`config.mk`:
```
export PLATFORM = sky130hd
export DESIGN_NAME = denise_sprite_serializer
export DESIGN_NICKNAME = d
export VERILOG_FILES = /design/src/rtl/denise_sprite_serializer.sv
export SDC_FILE = /design/constraint.sdc
export NUM_CORES = 1
export LEC_CHECK = 0
export ABC_AREA = 1
export BUFFER_PORTS_ARGS = -buffer_cell sky130_fd_sc_hd__buf_2
export CAP_MARGIN = 30
export CORE_UTILIZATION = 42
export DETAILED_ROUTE_END_ITERATION = 12
export PLACE_DENSITY = 0.59
export SYNTH_ARGS = -nofsm -noshare
export SYNTH_HDL_FRONTEND = slang
export SYNTH_SLANG_ARGS = --single-unit
```
`constraint.sdc`:
```
create_clock -name clk -period 8.92 [get_ports clk]
set_clock_uncertainty 0.15 [all_clocks]
set_input_delay 1.784 -clock clk [delete_from_list [all_inputs] [get_ports clk]]
set_output_delay 1.784 -clock clk [all_outputs]
set_load 0.005 [all_outputs]
```
`src/rtl/denise_sprite_serializer.sv`:
```
// rtl/denise_sprite_serializer.sv - Denise sprite channel: POS/CTL/DATA/DATB registers, start compare, 2-plane serialiser
// Optional feature macro: SPRITE_ONESHOT_EN (a load also disarms, so each DATA write displays once)
module denise_sprite_serializer (
  input  logic        clk,
  input  logic        reset,
  input  logic        clk7_en,
  input  logic        aen,
  input  logic [1:0]  address,
  input  logic [8:0]  hpos,
  input  logic [15:0] fmode,
  input  logic        shift,
  input  logic [47:0] chip48,
  input  logic [15:0] data_in,
  output logic [1:0]  sprdata,
  output logic        attach
);

  logic [8:0]  hstart;
  logic        armed;
  logic [63:0] data_hold;
  logic [63:0] datb_hold;
  logic [63:0] shifta;
  logic [63:0] shiftb;
  logic [63:0] fmt_word;
  logic        wr_pos;
  logic        wr_ctl;
  logic        wr_data;
  logic        wr_datb;
  logic        load;
  logic        unused_fmode;

  // Only the sprite width field of FMODE matters to this channel.
  assign unused_fmode = ^{fmode[15:4], fmode[1:0]};

  assign wr_pos  = aen && (address == 2'd0);
  assign wr_ctl  = aen && (address == 2'd1);
  assign wr_data = aen && (address == 2'd2);
  assign wr_datb = aen && (address == 2'd3);

  // A CTL write in the compare cycle disarms with priority, so it also blocks the load.
  assign load = armed && (hpos == hstart) && !wr_ctl;

  // Left-justify the written word together with the extra chip bits for wide sprites.
  always_comb begin
    fmt_word = {data_in, 48'h0};
    case (fmode[3:2])
      2'b00:   fmt_word = {data_in, 48'h0};
      2'b11:   fmt_word = {data_in, chip48};
      default: fmt_word = {data_in, chip48[47:32], 32'h0};
    endcase
  end

  // Register file and arm flag; the holding words are read by the load before being overwritten.
  always_ff @(posedge clk or posedge reset) begin
    if (reset) begin
      hstart    <= 9'd0;
      attach    <= 1'b0;
      armed     <= 1'b0;
      data_hold <= 64'h0;
      datb_hold <= 64'h0;
    end else if (clk7_en) begin
      if (wr_pos) begin
        hstart[8:1] <= data_in[7:0];
      end
      if (wr_ctl) begin
        hstart[0] <= data_in[0];
        attach    <= data_in[7];
      end
      if (wr_data) begin
        data_hold <= fmt_word;
      end
      if (wr_datb) begin
        datb_hold <= fmt_word;
      end
      if (wr_ctl) begin
        armed <= 1'b0;
      end else if (wr_data) begin
        armed <= 1'b1;
      end
`ifdef SPRITE_ONESHOT_EN
      else if (load) begin
        armed <= 1'b0;
      end
`endif
    end
  end

  // Shift registers: load on beam match, otherwise shift out MSB first with zero fill.
  always_ff @(posedge clk or posedge reset) begin
    if (reset) begin
      shifta <= 64'h0;
      shiftb <= 64'h0;
    end else if (clk7_en) begin
      if (load) begin
        shifta <= data_hold;
        shiftb <= datb_hold;
      end else if (shift) begin
        shifta <= {shifta[62:0], 1'b0};
        shiftb <= {shiftb[62:0], 1'b0};
      end
    end
  end

  assign sprdata = {shiftb[63], shifta[63]};

endmodule

```
== Yosys cells after proc, flatten, opt, wreduce, memory -nomap -nowiden ==
Cells that the tools add are included.
Storage, ports and cells
  bits in registers: 267
Operators by class
  reduce and logical (&&, ||, !) cells: 17
  multiplexer cells: 7
  eq/ne operators: 5
Operators by type and width (count)
  2-to-1 mux 64 bit: 4
  case mux 48 bit (2 select lines): 1
  AND reduction 2 bit: 6
  == test 9 bit: 1
  == test 2 bit (second input constant): 3
  logical AND 1 bit: 6
  zero test 2 bit: 2
  nonzero test 2 bit: 2
  == test 2 x 1 -> 1 bit (second input constant): 1
  2-to-1 mux 1 bit: 2
  zero test 1 bit: 1

== Logic depth before layout (Yosys ltp) ==
  word-level depth: 6
  mapped depth: 14
  gate-level depth less buffers: 11

== Worst setup path before layout ==
OpenSTA, ideal clock, no wires.
  path type: input port to flip-flop
  start: in hpos[5]
  end: reg shifta[45]
  path slack: 5621 ps
  data required time: 8654 ps
  setup time: 116 ps
  arrival: 3033 ps
  stages: 12
  buffers on the path: 3
  cell sequence: inv_1 or2_1 nand3_1 nor2_2 nand2_2 buf_2 buf_2 buf_2 nand2_1 nand2_1 nand2_1 nand2_1
On the way
  cells in the longest elaborated chain, start to end: 5
  elaborated cells on any way between the ends: 6
  classes of those cells: 1 x eq/ne; 1 x mux; 4 x reduce/logical
RTL lines
  start: declaration: RTL line 9  | input logic [8:0] hpos,
  == test 9 bit (*): RTL line 41  | assign load = armed && (hpos == hstart) && !wr_ctl;
  logical AND 1 bit (*) (2 in series): RTL line 41
  nonzero test 2 bit (no source line)
  AND reduction 2 bit (no source line)
  end signal: assignment: RTL line 95  | shifta <= data_hold;
  end signal: assignment: RTL line 98  | shifta <= {shifta[62:0], 1'b0};
  end: declaration: RTL line 22  | logic [63:0] shifta;
Every way passes the cells marked *; elsewhere a longest branch is shown, timed or not.
A chain may end at the register's enable or synchronous reset.

== Worst setup path after layout ==
  start: in hpos[4]
  end: reg shifta[43]
Same word-level chain as after synthesis.

==> impl_metrics.py <==
metrics = {
    "timing": {
        "fin_tns_setup_ps": 0,
        "fmax_mhz": 222,
        "setup_viol": 0,
        "rsz0062_at_grt": "no",
        "worstMarginPinSlew_ps": 990,
        "period_needed_ps": 4500,
        "period_share_pct": 50.5,
        "relSlewSlack_pct": 34.0,
        "hold_viol_final": 0,
        "drv_slew": 0,
    },
    "worst_hold_path": {
        "hold_depth": 2,
        "min_to": "data_hold[34]",
        "min_path_type": "reg2reg",
        "min_from": "data_hold[34]",
    },
    "pwr": {
        "leakagePower_nw": 7.51,
        "powerDensity_nw_per_um2": 209,
        "peakVddDrop_uv": 125,
    },
    "critical_path": {
        "crit_slowest_cell": "buf_4",
        "rr_startpoint": "hstart[4]",
        "rrSetupSlack_ps": 5350,
        "crit_required_ps": 9240,
        "cp_cell_sequence": "buf_2 -> xnor2_1 -> nand3_1 -> nor2_4 -> buf_4 -> nand2_4 -> a21oi_4 -> buf_4 -> nand2_1 -> nand2_1",
        "crit_family": "buffers and inverters",
        "critical_path_arrival_ps": 4830,
        "crit_path_max_fanout": 84,
        "crit_type": "in2reg",
        "cpPeakStageDelay_ps": 770,
        "cp-end-kind": "flip-flop",
        "cp_num_buf_inv": 3,
        "startpoint_type": "input port",
        "rr_endpoint": "shifta[43]",
        "ff2ff_path_depth": 9,
        "cp.depth": 10,
    },
    "cts": {
        "post-cts-setup-buffer-count": 0,
        "numCtsBuffers": 29,
        "clock-sinks": 267,
        "cts_tree": "built",
        "clock_path_buffers": 3,
        "h-tree-depth": 1,
        "cts_resized": 0,
        "ctsHoldBuffers": 0,
        "cts_root_buffer": "clkbuf_16",
        "clk_latency_ps": 550,
        "path_clk_slew_ps": 60,
    },
    "place": {
        "dp.cells": 1932,
        "hpwl_um": 15100,
        "port_buffers": 84,
        "gp_congestion": 0.744,
    },
    "die": {
        "fp.dieW_um": 171,
        "start_util_pct": 43.0,
        "core_um2": 27900,
        "chipHeight_um": 171,
        "die_area_um2": 29300,
        "io_pins": 99,
        "num_rows": 61,
    },
    "drt": {
        "drt_first_pass_iters": 5,
        "wl_met2_um": 13200,
        "routed.top_layer": "met4",
        "via_per_inst": 4.85,
        "vias": 9623,
        "m1WireLength_um": 13200,
        "post_drt_wl_per_cell_um": 14.0,
        "drc": 0,
        "drt_iter0_drc": 678,
        "route.met3.wl_um": 832,
        "drt-total-wl_um": 27700,
        "postRouteAntennaNets": 0,
    },
    "synth": {
        "synth_top_family_by_area": "simple AND/OR/NAND/NOR gates",
        "synthAdderAreaFrac_pct": 0.208,
        "yosys.area_share.xor_xnor_pct": 0.0728,
        "synth_compound_gate_area_share_pct": 4.59,
        "synthCells": 1553,
        "syn-num-nets": 1651,
        "synthSimpleGateAreaFrac_pct": 33.0,
        "synth_area_per_cell_um2": 7.74,
        "yosysUniqueCellTypes": 21,
        "ys_ff_latch": 267,
        "seq_area_frac_synth_pct": 55.6,
        "synth.area.mux_share_pct": 1.50,
        "ys_warn_count": 0,
        "yosysTopAreaCell": "dfrtp_1",
        "netlist_area_um2": 12000,
        "ys_top_cells_by_area": "dfrtp_1 (56%), nand2_1 (25%), nand3_1 (5.4%)",
        "synth_top_area_share_pct": 55.6,
    },
    "finish": {
        "mostFrequentLayoutCell": "nand2_1",
        "antenna_cells": 0,
        "finalNonFillerCells": 1983,
        "fin_nets": 1683,
        "final_cell_mix": "nand2_1 (793), dfrtp_1 (267), nand3_1 (130)",
        "fill_cells": 2853,
        "area.growth.synth_to_final_pct": 13.5,
        "drive_above_1_share_pct": 10.7,
    },
    "global_routing": {
        "grt_pass1_vias": 9664,
        "overflow": 0,
        "antenna_found_initial": 0,
        "grt_max_degree": 129,
        "grt_pass1_wl_um": 47900,
        "track_usage_pct": 20.1,
    },
    "job": {
        "drv_cap": 0,
    },
    "status": {
        "status": "finished, final reports clean",
    },
}
==> report_power, final <==
group	internal, mW	switching (mW)
clock	0.686	0.476
combinational	0.102	0.186
sequential	1.34	0.0661
total	2.13	0.728
==> flip-flops by register name, indices dropped and copies added, names as in the netlist <==
name,flops
data_hold,64
armed,1
shiftb,64
shifta,64
datb_hold,64
hstart,9
attach,1
==> layout make-up <==
type                    instances  area [µm²]  area share (%)
clock inverters                 5        32.5           0.238
flip-flops and latches        267        6680            49.0
repair buffers                101         593            4.35
clock buffers                  46         900            6.59
well taps                     378         473            3.47
inverters                      53         203            1.49
multi-input cells            1133        4760            34.9
==> metrics by stage <==
stage	hold slack, ps	worst slack [ps]	cell area (µm²)	total power, mW	utilization (%)
2_1_floorplan	292	3460	12000	1.63	-
3_3_place_gp	308	3900	12700	1.71	45.3
3_5_place_dp	309	3890	12700	1.72	45.5
4_1_cts	323	4440	13600	2.90	48.9
5_1_grt	349	4190	13600	3.00	48.9
6_report	318	4420	13600	2.86	48.9
==> cell usage after synthesis (all sizes together) <==
master    n
inv      53
nand3   130
clkbuf   71
nand2   795
mux2     16
nor2     77
buf      29
xnor2     1
ha        2
a21oi    50
dfrtp   267
or2       2
nor3      1
nand4     1
o21ai    58
==> logic make-up after synthesis <==
logic type                 count (synthesis)
DFF                                      267
AOI/OAI and AO/OA                        108
xor gates and xnor gates                   1
buffers and inverters                    153
muxes                                     16
adders and majority gates                  2
and+or+nand+nor                         1006
==> worst max-delay path by stage <==
stage                       start         end
after floorplan             reset       armed
after global placement    hpos[1]  shifta[43]
after detailed placement  hpos[1]  shifta[43]
after CTS                 hpos[1]  shifta[43]
after global routing      hpos[1]  shifta[22]
final                     hpos[4]  shifta[43]
==> worst reg2reg max path, delay by kind of cell (launching register included) <==
family                    cells  cell delay (ps)
xor gates and xnor gates      1              160
and+or+nand+nor               5             1110
AOI/OAI and AO/OA             1              280
buffers and inverters         2             1400
DFF                           1              390
==> layer usage <==
layer	track usage, %	up-vias
met5	0	-
met4	4.50	0
met3	2.35	31
met2	34.5	141
met1	27.2	4574
li1	-	4877
Note: power is estimated with default switching activity, not from simulation.
